`src/rtl/acq_sequencer.sv`:
```
// -----------------------------------------------------------------------------
// acq_sequencer
// Acquisition sequencer for the scope sample path. It steers ADC samples into
// a circular waveform buffer. The sequence is pre-trigger fill, trigger wait,
// post-trigger capture and frame hand-off. The display therefore reads a
// stable frame that starts PRETRIG samples before the trigger crossing.
//
// Ports
//   CLK           in   system clock
//   reset         in   synchronous, active-high reset
//   run           in   level; 0 forces IDLE (highest priority after reset)
//   mode[1:0]     in   00 normal, 01 auto, 10 single, 11 normal
//   arm           in   one-cycle pulse; starts a capture in single mode
//   slope         in   0 rising, 1 falling trigger edge
//   TRIG[11:0]    in   trigger level (unsigned ADC code)
//   sample_valid  in   one-cycle strobe per ADC conversion
//   sample[11:0]  in   ADC code, valid with sample_valid
//   frame_ack     in   display reader has consumed the frame
//   wr_en         out  buffer write strobe
//   wr_addr       out  buffer write address
//   wr_data       out  buffer write data
//   frame_ready   out  a complete frame is held in the buffer
//   start_addr    out  address of the oldest sample of the frame
//   trig_addr     out  address of the trigger sample
//   auto_trig     out  current/last frame was force-triggered
//   state_o[2:0]  out  IDLE=0, PREFILL=1, ARMED=2, POST=3, DONE=4
// -----------------------------------------------------------------------------
module acq_sequencer #(
  parameter int DEPTH_LOG2 = 10,
  parameter int PRETRIG    = 128,
  parameter int AUTO_TO    = 4096
) (
  input  logic                  CLK,
  input  logic                  reset,
  input  logic                  run,
  input  logic [1:0]            mode,
  input  logic                  arm,
  input  logic                  slope,
  input  logic [11:0]           TRIG,
  input  logic                  sample_valid,
  input  logic [11:0]           sample,
  input  logic                  frame_ack,
  output logic                  wr_en,
  output logic [DEPTH_LOG2-1:0] wr_addr,
  output logic [11:0]           wr_data,
  output logic                  frame_ready,
  output logic [DEPTH_LOG2-1:0] start_addr,
  output logic [DEPTH_LOG2-1:0] trig_addr,
  output logic                  auto_trig,
  output logic [2:0]            state_o
);

  // One extra bit so the counters can hold 2^DEPTH_LOG2 without wrapping.
  localparam int CNT_W = DEPTH_LOG2 + 1;
  localparam int TO_W  = $clog2(AUTO_TO + 1);

  localparam logic [CNT_W-1:0]      PRE_LEN  = CNT_W'(PRETRIG);
  localparam logic [CNT_W-1:0]      POST_LEN = CNT_W'((1 << DEPTH_LOG2) - PRETRIG);
  localparam logic [TO_W:0]         TO_LEN   = (TO_W + 1)'(AUTO_TO);
  localparam logic [DEPTH_LOG2-1:0] PRE_OFS  = DEPTH_LOG2'(PRETRIG);
  // With PRETRIG = depth-1 the trigger sample alone completes the frame.
  localparam bit                    POST_ONE = (PRETRIG == ((1 << DEPTH_LOG2) - 1));

  typedef enum logic [2:0] {
    S_IDLE    = 3'd0,
    S_PREFILL = 3'd1,
    S_ARMED   = 3'd2,
    S_POST    = 3'd3,
    S_DONE    = 3'd4
  } state_t;

  state_t                r_state;
  state_t                w_state_nxt;

  logic [DEPTH_LOG2-1:0] r_wp,         w_wp_nxt;
  logic [11:0]           r_prev,       w_prev_nxt;
  logic                  r_prev_valid, w_prev_valid_nxt;
  logic [CNT_W-1:0]      r_pre_cnt,    w_pre_cnt_nxt;
  logic [CNT_W-1:0]      r_post_cnt,   w_post_cnt_nxt;
  logic [TO_W-1:0]       r_to_cnt,     w_to_cnt_nxt;
  logic                  r_wr_en,      w_wr_en_nxt;
  logic [DEPTH_LOG2-1:0] r_wr_addr,    w_wr_addr_nxt;
  logic [11:0]           r_wr_data,    w_wr_data_nxt;
  logic                  r_frame_ready, w_frame_ready_nxt;
  logic [DEPTH_LOG2-1:0] r_start_addr, w_start_addr_nxt;
  logic [DEPTH_LOG2-1:0] r_trig_addr,  w_trig_addr_nxt;
  logic                  r_auto_trig,  w_auto_trig_nxt;

  logic                  w_active;
  logic                  w_write;
  logic                  w_cross;
  logic                  w_auto_fire;
  logic                  w_trig;
  logic                  w_enter_pre;
  logic                  w_enter_done;
  logic [CNT_W-1:0]      w_pre_inc;
  logic [CNT_W-1:0]      w_post_inc;
  logic [TO_W:0]         w_to_inc;

  assign w_active   = (r_state == S_PREFILL) || (r_state == S_ARMED) || (r_state == S_POST);
  assign w_write    = run && sample_valid && w_active;
  assign w_pre_inc  = r_pre_cnt + CNT_W'(1);
  assign w_post_inc = r_post_cnt + CNT_W'(1);
  assign w_to_inc   = {1'b0, r_to_cnt} + (TO_W + 1)'(1);

  // Trigger crossing detection; needs a previous sample from this capture.
  always_comb begin
    w_cross = 1'b0;
    if ((r_state == S_ARMED) && sample_valid && r_prev_valid) begin
      if (slope == 1'b0) begin
        w_cross = (r_prev < TRIG) && (sample >= TRIG);
      end else begin
        w_cross = (r_prev > TRIG) && (sample <= TRIG);
      end
    end else begin
      w_cross = 1'b0;
    end
  end

  // A real crossing wins over the timeout, so auto_trig marks only forced frames.
  assign w_auto_fire = (mode == 2'b01) && (r_state == S_ARMED) && sample_valid &&
                       (w_to_inc >= TO_LEN) && !w_cross;
  assign w_trig      = w_cross || w_auto_fire;

  // State register.
  always_ff @(posedge CLK) begin
    if (reset) begin
      r_state <= S_IDLE;
    end else begin
      r_state <= w_state_nxt;
    end
  end

  // Next-state logic; run=0 overrides every other transition.
  always_comb begin
    w_state_nxt = r_state;
    if (!run) begin
      w_state_nxt = S_IDLE;
    end else begin
      case (r_state)
        S_IDLE: begin
          if ((mode != 2'b10) || arm) w_state_nxt = S_PREFILL;
          else                        w_state_nxt = S_IDLE;
        end
        S_PREFILL: begin
          if (sample_valid && (w_pre_inc == PRE_LEN)) w_state_nxt = S_ARMED;
          else                                        w_state_nxt = S_PREFILL;
        end
        S_ARMED: begin
          if (w_trig) w_state_nxt = POST_ONE ? S_DONE : S_POST;
          else        w_state_nxt = S_ARMED;
        end
        S_POST: begin
          if (sample_valid && (w_post_inc == POST_LEN)) w_state_nxt = S_DONE;
          else                                          w_state_nxt = S_POST;
        end
        S_DONE: begin
          if (frame_ack) w_state_nxt = (mode == 2'b10) ? S_IDLE : S_PREFILL;
          else           w_state_nxt = S_DONE;
        end
        default: w_state_nxt = S_IDLE;
      endcase
    end
  end

  assign w_enter_pre  = (w_state_nxt == S_PREFILL) && (r_state != S_PREFILL);
  assign w_enter_done = (w_state_nxt == S_DONE) && (r_state != S_DONE);

  // Next values for the datapath and the registered outputs.
  always_comb begin
    w_wr_en_nxt       = w_write;
    w_wr_addr_nxt     = r_wr_addr;
    w_wr_data_nxt     = r_wr_data;
    w_wp_nxt          = r_wp;
    w_prev_nxt        = r_prev;
    w_prev_valid_nxt  = r_prev_valid;
    w_pre_cnt_nxt     = r_pre_cnt;
    w_post_cnt_nxt    = r_post_cnt;
    w_to_cnt_nxt      = r_to_cnt;
    w_trig_addr_nxt   = r_trig_addr;
    w_auto_trig_nxt   = r_auto_trig;
    w_start_addr_nxt  = r_start_addr;
    // DONE is entered only on the last write and left only on ack or run=0.
    w_frame_ready_nxt = (w_state_nxt == S_DONE);

    if (w_write) begin
      w_wr_addr_nxt = r_wp;
      w_wr_data_nxt = sample;
      w_wp_nxt      = r_wp + DEPTH_LOG2'(1);
    end else begin
      w_wp_nxt      = r_wp;
    end

    // prev tracks every strobe regardless of state.
    if (sample_valid) begin
      w_prev_nxt = sample;
    end else begin
      w_prev_nxt = r_prev;
    end

    if (w_enter_pre) begin
      w_prev_valid_nxt = 1'b0;
      w_pre_cnt_nxt    = '0;
      w_post_cnt_nxt   = '0;
      w_to_cnt_nxt     = '0;
      w_auto_trig_nxt  = 1'b0;
    end else begin
      if (sample_valid) w_prev_valid_nxt = 1'b1;
      else              w_prev_valid_nxt = r_prev_valid;

      if (w_write) begin
        case (r_state)
          S_PREFILL: w_pre_cnt_nxt = w_pre_inc;
          S_ARMED: begin
            // Saturate so a long normal-mode wait cannot wrap the timeout.
            if (w_to_inc <= TO_LEN) w_to_cnt_nxt = w_to_inc[TO_W-1:0];
            else                    w_to_cnt_nxt = r_to_cnt;
            if (w_trig) begin
              w_post_cnt_nxt  = CNT_W'(1);
              w_trig_addr_nxt = r_wp;
              w_auto_trig_nxt = w_auto_fire;
            end else begin
              w_post_cnt_nxt  = r_post_cnt;
            end
          end
          S_POST:  w_post_cnt_nxt = w_post_inc;
          default: w_pre_cnt_nxt  = r_pre_cnt;
        endcase
      end else begin
        w_pre_cnt_nxt = r_pre_cnt;
      end
    end

    if (w_enter_done) begin
      w_start_addr_nxt = (w_trig ? r_wp : r_trig_addr) - PRE_OFS;
    end else begin
      w_start_addr_nxt = r_start_addr;
    end
  end

  // Datapath and output registers.
  always_ff @(posedge CLK) begin
    if (reset) begin
      r_wp          <= '0;
      r_prev        <= 12'd0;
      r_prev_valid  <= 1'b0;
      r_pre_cnt     <= '0;
      r_post_cnt    <= '0;
      r_to_cnt      <= '0;
      r_wr_en       <= 1'b0;
      r_wr_addr     <= '0;
      r_wr_data     <= 12'd0;
      r_frame_ready <= 1'b0;
      r_start_addr  <= '0;
      r_trig_addr   <= '0;
      r_auto_trig   <= 1'b0;
    end else begin
      r_wp          <= w_wp_nxt;
      r_prev        <= w_prev_nxt;
      r_prev_valid  <= w_prev_valid_nxt;
      r_pre_cnt     <= w_pre_cnt_nxt;
      r_post_cnt    <= w_post_cnt_nxt;
      r_to_cnt      <= w_to_cnt_nxt;
      r_wr_en       <= w_wr_en_nxt;
      r_wr_addr     <= w_wr_addr_nxt;
      r_wr_data     <= w_wr_data_nxt;
      r_frame_ready <= w_frame_ready_nxt;
      r_start_addr  <= w_start_addr_nxt;
      r_trig_addr   <= w_trig_addr_nxt;
      r_auto_trig   <= w_auto_trig_nxt;
    end
  end

  assign wr_en       = r_wr_en;
  assign wr_addr     = r_wr_addr;
  assign wr_data     = r_wr_data;
  assign frame_ready = r_frame_ready;
  assign start_addr  = r_start_addr;
  assign trig_addr   = r_trig_addr;
  assign auto_trig   = r_auto_trig;
  assign state_o     = r_state;

endmodule

```
`config.mk`:
```
export PLATFORM = sky130hd
export DESIGN_NAME = acq_sequencer
export DESIGN_NICKNAME = d
export VERILOG_FILES = /design/src/rtl/acq_sequencer.sv
export SDC_FILE = /design/constraint.sdc
export NUM_CORES = 1
export LEC_CHECK = 0
export ABC_AREA = 1
export BUFFER_PORTS_ARGS = -buffer_cell sky130_fd_sc_hd__buf_2
export CAP_MARGIN = 10
export CORE_MARGIN = 4
export CORE_UTILIZATION = 60
export DETAILED_ROUTE_END_ITERATION = 6
export PLACE_DENSITY = 0.91
export SLEW_MARGIN = 20
export SYNTH_ARGS = -nofsm -noshare
export SYNTH_HDL_FRONTEND = slang
export SYNTH_SLANG_ARGS = --single-unit
```
`constraint.sdc`:
```
create_clock -name CLK -period 4.2 [get_ports CLK]
set_input_delay 0.84 -clock CLK [delete_from_list [all_inputs] [get_ports CLK]]
set_output_delay 0.84 -clock CLK [all_outputs]
set_load 0.02 [all_outputs]
```
# After elaboration in Yosys (flattened, before gate mapping)
# Cells that the tools add are included.
# totals
out_inout_bits	48
register_bits	106
# op_classes
reduce_logical	27
n_lt_le_gt_ge	6
bitwise_logic	1
add_sub_neg	5
mux	13
eq_ne	14
# op_table
op	n
11-bit by 1-bit adder with 11-bit output (second input constant)	2
11-bit case mux with 2 select lines	1
3-bit case mux with 5 select lines	1
13-bit by 1-bit adder with 14-bit output (second input constant)	1
14-bit by 13-bit greater-or-equal comparator with 1-bit output (second input constant)	1
14-bit by 13-bit less-or-equal comparator with 1-bit output (second input constant)	1
1-bit logical AND	14
12-bit greater-or-equal comparator	1
12-bit greater-than comparator	1
12-bit less-or-equal comparator	1
12-bit < comparator	1
3-bit AND reduction	4
11-bit by 10-bit == test with 1-bit output (second input constant)	1
11-bit by 8-bit == test with 1-bit output (second input constant)	1
11-bit 2-to-1 mux	1
10-bit by 1-bit adder with 10-bit output (second input constant)	1
10-bit 2-to-1 mux	1
10-bit by 8-bit subtractor with 10-bit output (second input constant)	1
3-bit 2-to-1 mux	3
3-bit by 1-bit == test with 1-bit output (second input constant)	2
3-bit by 2-bit == test with 1-bit output (second input constant)	2
3-bit == test (second input constant)	2
1-bit 2-to-1 mux	5
1-bit logical OR	4
other kinds (12)	13

# Depth between registers and ports, before layout
# Gate-level depths: netlist of run 1.
# depth
word_depth	14
depth_mapped	23
depth_no_buf	22

# Least setup slack after synthesis of run 1
# No wires, ideal clock.
# synth_path
kind	input port to flip-flop
from	in TRIG[11]
to	reg r_start_addr[9] (netlist: start_addr[9])
setup_time_ps	109
path_buffers	1
path_slack_ps	1350
required_time_ps	4091
arrival_time_ps	2741
path_stages	21
cell_sequence	inv_1 > ha_1 > nand2_1 > nor2_1 > nand2_1 > a21oi_1 > nor2_1 > nor2_1 > nand2_1 > nand2_1 > nand3_1 > nand2_1 > buf_4 > nand2_1 > o21ai_1 > ha_1 > inv_1 > nand3_1 > nand3_1 > nand2_1 > inv_1
# synth_via
elab_chain_len	12
# synth_lines
element	line_no	source
start: declaration	39	input logic [11:0] TRIG,
12-bit < comparator (tied with other cells)	111	w_cross = (r_prev < TRIG) && (sample >= TRIG);
1-bit logical AND, on equally long branches	111, 113	
1-bit 2-to-1 mux (*)	110	if (slope == 1'b0) begin
1-bit 2-to-1 mux (*)	109	if ((r_state == S_ARMED) && sample_valid && r_prev_valid) begin
1-bit zero test	122	(w_to_inc >= TO_LEN) && !w_cross;
1-bit logical AND	122	
1-bit logical OR (*)	123	assign w_trig = w_cross || w_auto_fire;
parallel branches: the longest is 5 deep, another holds 10-bit by 8-bit subtractor with 10-bit output	n/a	
end signal: assignment	268	r_start_addr <= w_start_addr_nxt;
end: declaration	85	logic [DEPTH_LOG2-1:0] r_start_addr, w_start_addr_nxt;
# Every way passes the cells marked *.
# A chain may end at the register's enable or synchronous reset.

# Worst setup path after layout of run 1
# Ends and elaborated chain as after synthesis.

==> flow_summary.json, run 1 <==
{
  "status": "completed",
  "holdWs_ns": 0.487,
  "syn-num-nets": 975,
  "rsz0062_at_grt": "false",
  "syn_avg_cell_area_um2": 6.71,
  "crit_path_end_kind": "flop",
  "p_leak_nw": 3.16,
  "drive_gt1_share_pct": 16.6,
  "ys_ff_latch": 106,
  "r2r_start": "r_to_cnt[0]$_SDFFE_PP0P_",
  "synth_most_common_cell": "nand2_1",
  "setup_viol": 0,
  "ys.flop_type": "dfxtp_1",
  "timing.final.crit_period_ns": 3.17,
  "hold_path_class": "reg -> reg",
  "root_buffer": "clkbuf_8",
  "die_x_um": 109,
  "tightestPinTransition_ns": 0.610,
  "dr.pass1.iters": 6,
  "reg2reg_setup_slack_ns": 1.23,
  "fill_cells": 816,
  "path_clk_slew_ns": 0.12,
  "grtUsageTotal_pct": 24.4,
  "hold_depth": 2,
  "cts-buffers-inserted": 9,
  "vdd_drop_max_v": 0.000194,
  "synth_top_area_cell": "dfxtp_1",
  "reg2regPathDepth": 16,
  "dr_total_vias": 5694,
  "slew-limit-headroom_pct": 59.3,
  "cts_max_path_buffers": 2,
  "finish.utilization_pct": 68.8,
  "fp-row-count": 36,
  "postCtsSetupRepairBufs": 0,
  "hold_violations": 0,
  "dp_hpwl_um": 10200,
  "postCtsHoldBufs": 0,
  "yosys.area.top_type_share_pct": 34.7,
  "ios": 81,
  "antenna_cells": 0,
  "die_area_um2": 11900,
  "maxCapViolCount": 0,
  "drc": 0,
  "placed_area_um2": 6570,
  "core_area_um2": 9860,
  "die_h_um": 109,
  "routed_wl_um": 13900,
  "min_to": "wr_addr[0]$_SDFFE_PP0P_",
  "syn_to_final_growth_pct": 11.0,
  "port_buffers": 80,
  "antenna_found_initial": 0,
  "start_kind": "input port",
  "cts-htree-levels": 3,
  "finalCritPeriodShare_pct": 75.5,
  "fin_skew_ns": 0.0161,
  "gr-total-overflow": 0,
  "cts_tree": "yes",
  "post_drt_wl_per_cell_um": 12.5,
  "power.density_nw_per_um2": 277,
  "clk_latency_ns": 0.39,
  "arrival_ns": 3.47,
  "path_max_fanout": 21,
  "gp_congestion": 0.886,
  "seq_area_frac_synth_pct": 34.7,
  "fmax_mhz": 315,
  "ant_nets": 0,
  "netlist_top_cells_count": "nand2_1, nor2_1, inv_1",
  "grt_pass1_wl_um": 23600,
  "synth_cell_types": 41,
  "ctsResizeCount": 0,
  "start_util_pct": 62.0,
  "cts_sinks": 106,
  "critPathKind": "in -> reg",
  "synthTopCellsByArea": "dfxtp_1, nand2_1, nor2_1, inv_1, ha_1",
  "synth-edff-count": 0,
  "design_area_um2": 6790,
  "synth_area_um2": 6120,
  "required_ns": 4.50,
  "synthArstFlopShare_pct": 0,
  "hold_start": "wr_addr[0]$_SDFFE_PP0P_",
  "drv_slew": 0,
  "regToRegEndpoint": "start_addr[9]$_SDFFE_PP0P_",
  "grt_max_degree": 56,
  "power.total_mw": 1.88,
  "tns_ns": 0,
  "ys_warn_count": 0,
  "synthCells": 911,
  "drtIter0Drc": 273,
  "layout.nets": 1041,
  "first_global_vias": 5454,
  "vias_per_cell": 5.11
}
==> worst max-delay path, cell delays in order <==
cell and delay (ns):
buf_2 0.07, inv_1 0.05, ha_1 0.30, nand2_1 0.07, nor2_1 0.17, nand2_1 0.09
a21oi_1 0.12, nor2_1 0.07, nor2_1 0.12, nand2_1 0.07, nand2_1 0.05, nand3_1 0.14
nand2_1 0.51, nand2_1 0.12, o21ai_1 0.17, ha_1 0.22, inv_1 0.04, nand3_1 0.07
nand3_1 0.08, nand2_1 0.08, inv_1 0.03
==> metrics by stage <==
| step | setup slack, ns | std cells |
|---|---|---|
| 2_1_floorplan | 1.35 | 911 |
| 5_1_grt | 0.591 | 1115 |
| 6_report | 1.03 | 1115 |
| 3_3_place_gp | 0.799 | 1099 |
| 3_5_place_dp | 0.676 | 1099 |
| 4_1_cts | 1.04 | 1115 |
==> worst max path at each step <==
stage | startpoint | end | slack (ns) | depth (start not counted)
floorplan | TRIG[11] | start_addr[9]$_SDFFE_PP0P_ | 1.35 | 21
global placement | TRIG[11] | start_addr[9]$_SDFFE_PP0P_ | 0.80 | 21
detailed placement | TRIG[11] | start_addr[9]$_SDFFE_PP0P_ | 0.68 | 21
CTS | TRIG[11] | start_addr[9]$_SDFFE_PP0P_ | 1.04 | 21
global route | TRIG[11] | start_addr[9]$_SDFFE_PP0P_ | 0.59 | 21
finish | TRIG[11] | start_addr[9]$_SDFFE_PP0P_ | 1.03 | 21
==> layer usage <==
metal | global-route usage (%) | wire, µm | vias up
li1 | - | - | 2971
met1 | 29.1 | 6050 | 2562
met2 | 43.3 | 6900 | 140
met3 | 3.97 | 680 | 21
met4 | 9.92 | 259 | 0
met5 | 0 | 0 | -
==> where the power goes <==
group          switching [mW]  internal [mW]
Sequential            0.00941           1.02
Combinational           0.118         0.0627
Clock                   0.423          0.244
==> cells by family (layout without fill, tap and decap cells) <==
group,Yosys count,in the layout,share of synthesized area (%)
AOI/OAI and AO/OA,115,115,9.72
xor gates and xnor gates,12,12,1.84
muxes,1,1,0.164
adders and majority gates,31,31,6.34
buffers and inverters,164,235,10.9
and+or+nand+nor,482,482,36.4
DFF,106,106,34.7
==> registers in the layout (all words and copies together), names as in the netlist <==
signal	flops
r_wp	10
trig_addr	10
wr_en	1
frame_ready	1
state_o	3
r_prev_valid	1
wr_data	12
r_post_cnt	11
start_addr	10
r_pre_cnt	11
r_to_cnt	13
r_prev	12
wr_addr	10
auto_trig	1
==> area by class of cell <==
cell class | instances | area, µm² | area share, %
tap | 133 | 166 | 2.45
timing repair buffer | 85 | 450 | 6.63
clock inverter | 7 | 91.3 | 1.35
sequential | 106 | 2120 | 31.3
clock buffer | 9 | 124 | 1.82
multi-input combinational | 641 | 3330 | 49.1
inverter | 134 | 503 | 7.41
==> cells in the final DEF (no fill, tap or decap), types with 2 or more instances in the layout <==
cell type	n
a21boi_0	3
a21o_1	2
a21oi_1	48
buf_2	80
buf_4	4
clkbuf_8	9
clkinv_1	2
clkinv_8	3
dfxtp_1	106
ha_1	31
inv_1	130
inv_2	2
inv_8	3
nand2_1	203
nand2_2	5
nand3_1	45
nand3b_1	3
nand4_1	13
nor2_1	136
nor2_2	11
nor2_4	21
nor3_1	18
nor3b_1	2
o21ai_0	50
o21ai_1	9
or2_2	18
xor2_1	10
(Power assumes the default switching activity.)
==> run 2, diff against run 1 <==
Settings changed: CORE_UTILIZATION 60 to 53, PLACE_DENSITY 0.91 to 0.85.
Clock period 4.2 ns to 2.7 ns, I/O delays scaled along.
==> flow_summary.json, run 2 (synthesis gave the netlist of run 1 again) <==
{
  "status": "completed",
  "ant_nets": 0,
  "path_buf_inv": 1,
  "antenna_found_initial": 0,
  "p_int_mw": 2.46,
  "timing.final.crit_period_ns": 2.52,
  "finalCritPeriodShare_pct": 93.2,
  "cts_tree": "yes",
  "slowest_stage": "dfxtp_1",
  "root_buffer": "clkbuf_16",
  "start_util_pct": 55.2,
  "grtUsageTotal_pct": 23.0,
  "critPathKind": "reg -> reg",
  "slew-limit-headroom_pct": 63.4,
  "syn_to_final_growth_pct": 15.6,
  "cts-buffers-inserted": 9,
  "fp-row-count": 38,
  "power.density_nw_per_um2": 464,
  "path_clk_slew_ns": 0.07,
  "swShare_pct": 25.1,
  "regMostFlops": "r_to_cnt",
  "die_x_um": 115,
  "port_buffers": 80,
  "placed_area_um2": 6730,
  "required_ns": 2.94,
  "dp_hpwl_um": 10500,
  "drc": 0,
  "cp_common_cell": "nor2_1",
  "maxCapViolCount": 0,
  "fill_cells": 999,
  "design_area_um2": 7070,
  "clock_power_share_pct": 41.9,
  "largest_reg_flops": 13,
  "slowest_delay_ns": 0.44,
  "tightestPinTransition_ns": 0.548,
  "multiInputGateArea_um2": 3360,
  "cts-htree-levels": 3,
  "die_h_um": 115,
  "switchingPower_mw": 0.821,
  "cts_sinks": 106,
  "gr-total-overflow": 0,
  "vias_per_cell": 5.13,
  "fin_cells": 1137,
  "crit_path_end_kind": "flop",
  "dr.pass1.iters": 5,
  "fmax_mhz": 398,
  "holdWs_ns": 0.440,
  "power.share.sequential_pct": 48.9,
  "hold_path_class": "in -> reg",
  "cts_max_path_buffers": 2,
  "dp_cells": 1120,
  "clk_latency_ns": 0.36,
  "core_area_um2": 11100,
  "first_global_vias": 5418,
  "path_max_fanout": 9,
  "start_kind": "flop",
  "setup_viol": 0,
  "layout.nets": 1055,
  "crit_family": "simple AND/OR/NAND/NOR gates",
  "p_leak_nw": 3.30,
  "hold_violations": 0,
  "routed_wl_um": 14400,
  "drive_gt1_share_pct": 18.3,
  "ios": 81,
  "postCtsSetupRepairBufs": 0,
  "grt_max_degree": 33,
  "die_area_um2": 13300,
  "drv_slew": 0,
  "path_cells": "ha_1 > nand2_1 > nor2_1 > nand2_1 > nand2_1 > nand2_1 > nor2_1 > nand3_1 > nor2_1 > a21oi_1 > nor2_1 > nand4_2 > nand2_4 > buf_12 > nor2_1",
  "final_cell_mix": "nand2_1, nor2_1, inv_1",
  "final_common_cell": "nand2_1",
  "grt_pass1_wl_um": 25000,
  "rsz0062_at_grt": "false",
  "gp_congestion": 0.923,
  "post_drt_wl_per_cell_um": 12.7,
  "drtIter0Drc": 381,
  "seq_area_um2": 2120,
  "comb_power_share_pct": 9.2,
  "arrival_ns": 2.76,
  "dr_total_vias": 5832,
  "fin_skew_ns": 0.00836,
  "vdd_drop_max_v": 0.000397
}
[run 2: changes by cell type in the layout (fill, tap and decap cells not counted), sizes merged]
cell	change
diode	+1
clkbuf	+1
buf	+14
clkinv	-2
bufinv	+1
[run 2: path summary, 6_finish.rpt]
| path | startpoint | endpoint | slack [ns] | cells past startpoint |
|---|---|---|---|---|
| setup / recovery | r_post_cnt[1]$_SDFFE_PP0P_ | r_post_cnt[10]$_SDFFE_PP0P_ | 0.18 | 15 |
| setup reg to reg | r_post_cnt[1]$_SDFFE_PP0P_ | r_post_cnt[10]$_SDFFE_PP0P_ | 0.18 | 15 |
| hold reg to reg | wr_addr[0]$_SDFFE_PP0P_ | wr_addr[0]$_SDFFE_PP0P_ | 0.48 | 2 |
| hold / removal | sample[7] | r_prev[7]$_SDFFE_PP0P_ | 0.44 | 3 |
[run 2: power groups by stage]
stage	clock [mW]	combinational, mW	sequential [mW]
3_5_place_dp	0	0.298	1.64
6_report	1.37	0.301	1.60
3_3_place_gp	0	0.291	1.64
4_1_cts	1.40	0.302	1.60
2_1_floorplan	0	0.188	1.65
5_1_grt	1.47	0.344	1.61
[run 2: routing by layer]
metal  vias to the layer above  global-route usage, %  share of wire, %
met4                         0                   9.47               2.2
li1                       3004                      -                 -
met3                        29                   4.65               4.8
met2                       151                   37.6                48
met1                      2648                   29.8                45
met5                         -                      0                 0
[run 2: timing repair]
| action | in CTS | in global routing |
|---|---|---|
| endpoints found under the setup margin | 0 | 41 |
| resized for setup | 0 | 9 |
| hold buffers | 0 | 0 |
[run 2: stage by stage]
stage                     worst slack [ns]  total power, mW  utilization, %  setup TNS, ns
after global routing               0.00112             3.42            63.8              0
after detailed placement           -0.0769             1.94            60.7         -0.152
after CTS                           0.0913             3.31            63.5              0
final                                0.184             3.28            63.8              0
after global placement             0.00396             1.93            60.7              0
after floorplan                      0.150             1.84               -              0
[run 2: worst reg2reg max path: stages, from the launching register on]
cell and delay, ns:
dfxtp_1 0.44, ha_1 0.30, nand2_1 0.09, nor2_1 0.15, nand2_1 0.07, nand2_1 0.08
nand2_1 0.05, nor2_1 0.12, nand3_1 0.08, nor2_1 0.14, a21oi_1 0.12, nor2_1 0.21
nand4_2 0.15, nand2_4 0.16, buf_12 0.19, nor2_1 0.06
[run 2: cell type report]
type | count | share of cell area [%]
multi-input combinational | 641 | 47.6
sequential | 106 | 30.0
timing repair buffer | 99 | 8.39
inverter | 134 | 7.15
clock buffer | 10 | 3.38
tap | 140 | 2.48
clock inverter | 6 | 0.991
antenna | 1 | 0.0354
==> run 3, diff against run 2 <==
Settings changed: CORE_UTILIZATION 53 to 60, PLACE_DENSITY 0.85 to 0.91.
Clock period 2.7 ns to 3.1 ns, I/O delays scaled along.
==> flow_summary.json, run 3 (synthesis gave the netlist of run 1 again) <==
{
  "status": "completed",
  "grt_max_degree": 35,
  "vdd_drop_max_v": 0.000347,
  "start_kind": "flop",
  "fmax_mhz": 356,
  "largest_reg_flops": 13,
  "required_ns": 3.38,
  "drive_gt1_share_pct": 17.2,
  "cts_max_path_buffers": 2,
  "vias_per_cell": 5.14,
  "postCtsHoldBufs": 0,
  "crit_path_end_kind": "flop",
  "timing.final.crit_period_ns": 2.81,
  "arrival_ns": 3.09,
  "antenna_cells": 0,
  "slew-limit-headroom_pct": 54.6,
  "ant_nets": 0,
  "cts-htree-levels": 3,
  "hold_path_class": "reg -> reg",
  "tightestPinTransition_ns": 0.680,
  "die_h_um": 109,
  "final_cell_mix": "nand2_1, nor2_1, inv_1",
  "gp_congestion": 0.868,
  "fin_skew_ns": 0.0168,
  "ios": 81,
  "dr_total_vias": 5762,
  "p_leak_nw": 3.20,
  "layout.nets": 1048,
  "finalCritPeriodShare_pct": 90.5,
  "die_x_um": 109,
  "antenna_found_initial": 0,
  "start_util_pct": 62.0,
  "path_max_fanout": 12,
  "cts_tree": "yes",
  "cts-buffers-inserted": 9,
  "root_buffer": "clkbuf_8",
  "hold_violations": 0,
  "regMostFlops": "r_to_cnt",
  "fp-row-count": 36,
  "gr-total-overflow": 0,
  "drv_slew": 0,
  "rsz0062_at_grt": "false",
  "final_common_cell": "nand2_1",
  "tns_ns": 0,
  "first_global_vias": 5204,
  "ctsResizeCount": 0,
  "clk_latency_ns": 0.38,
  "dp_hpwl_um": 10200,
  "syn_to_final_growth_pct": 12.2,
  "core_area_um2": 9860,
  "routed_wl_um": 13900,
  "grtUsageTotal_pct": 24.3,
  "placed_area_um2": 6650,
  "cts_sinks": 106,
  "drc": 0,
  "power.density_nw_per_um2": 373,
  "setup_viol": 0,
  "post_drt_wl_per_cell_um": 12.4,
  "die_area_um2": 11900,
  "drtIter0Drc": 390,
  "maxCapViolCount": 0,
  "postCtsSetupRepairBufs": 0,
  "port_buffers": 80,
  "path_clk_slew_ns": 0.11,
  "critPathKind": "reg -> reg",
  "grt_pass1_wl_um": 23400,
  "dr.pass1.iters": 5,
  "design_area_um2": 6860
}
run 3: stage by stage:
stage	hold WS [ns]	worst slack, ns	cells	utilization, %	total power [mW]
after floorplan	0.455	0.470	911	-	1.60
after global placement	0.452	0.226	1106	67.4	1.67
after detailed placement	0.472	0.126	1106	67.4	1.69
after CTS	0.486	0.304	1122	69.6	2.57
after global routing	0.496	0.0624	1122	69.6	2.67
final	0.488	0.293	1122	69.6	2.56
run 3: where the power goes:
| group | total, mW | internal (mW) | leakage [nW] | switching (mW) |
|---|---|---|---|---|
| clock network | 0.901 | 0.334 | 0.107 | 0.566 |
| logic | 0.259 | 0.0947 | 2.24 | 0.165 |
| registers | 1.40 | 1.38 | 0.858 | 0.0128 |
| total | 2.56 | 1.81 | 3.20 | 0.744 |
run 3: worst paths after layout:
| kind | start | to | slack, ns | depth (start not counted) |
|---|---|---|---|---|
| setup / recovery | r_to_cnt[1]$_SDFFE_PP0P_ | start_addr[9]$_SDFFE_PP0P_ | 0.29 | 17 |
| hold / removal | wr_addr[0]$_SDFFE_PP0P_ | wr_addr[0]$_SDFFE_PP0P_ | 0.49 | 2 |
| setup reg to reg | r_to_cnt[1]$_SDFFE_PP0P_ | start_addr[9]$_SDFFE_PP0P_ | 0.29 | 17 |
| hold reg to reg | wr_addr[0]$_SDFFE_PP0P_ | wr_addr[0]$_SDFFE_PP0P_ | 0.49 | 2 |
run 3: critical path, cell delays in order, from the launching register on:
cell,delay [ns]
dfxtp_1,0.37
ha_1,0.21
nand2_2,0.10
nor3_4,0.25
nand2_2,0.12
nor2_4,0.11
xor2_2,0.25
nand2_2,0.12
nand2_2,0.15
nand2_1,0.14
buf_4,0.20
o21ai_1,0.16
ha_1,0.19
inv_1,0.05
nand3_1,0.07
nand3_1,0.10
nand2_1,0.09
inv_1,0.04
run 3: layout make-up:
| class | count | area [µm²] |
|---|---|---|
| Multi-Input combinational cell | 641 | 3330 |
| Clock inverter | 7 | 86.3 |
| Sequential cell | 106 | 2120 |
| Inverter | 134 | 503 |
| Clock buffer | 9 | 124 |
| Timing Repair Buffer | 92 | 528 |
| Tap cell | 133 | 166 |
| Fill cell | 790 | 3000 |
run 3: routing by layer:
| layer | up-vias | wire [µm] | part of all wire [%] | GRT usage, % |
|---|---|---|---|---|
| met5 | - | 0 | 0 | 0 |
| met1 | 2604 | 6310 | 45 | 31.4 |
| met4 | 0 | 241 | 1.7 | 6.40 |
| li1 | 2985 | - | - | - |
| met2 | 150 | 6680 | 48 | 41.1 |
| met3 | 23 | 668 | 4.8 | 5.15 |
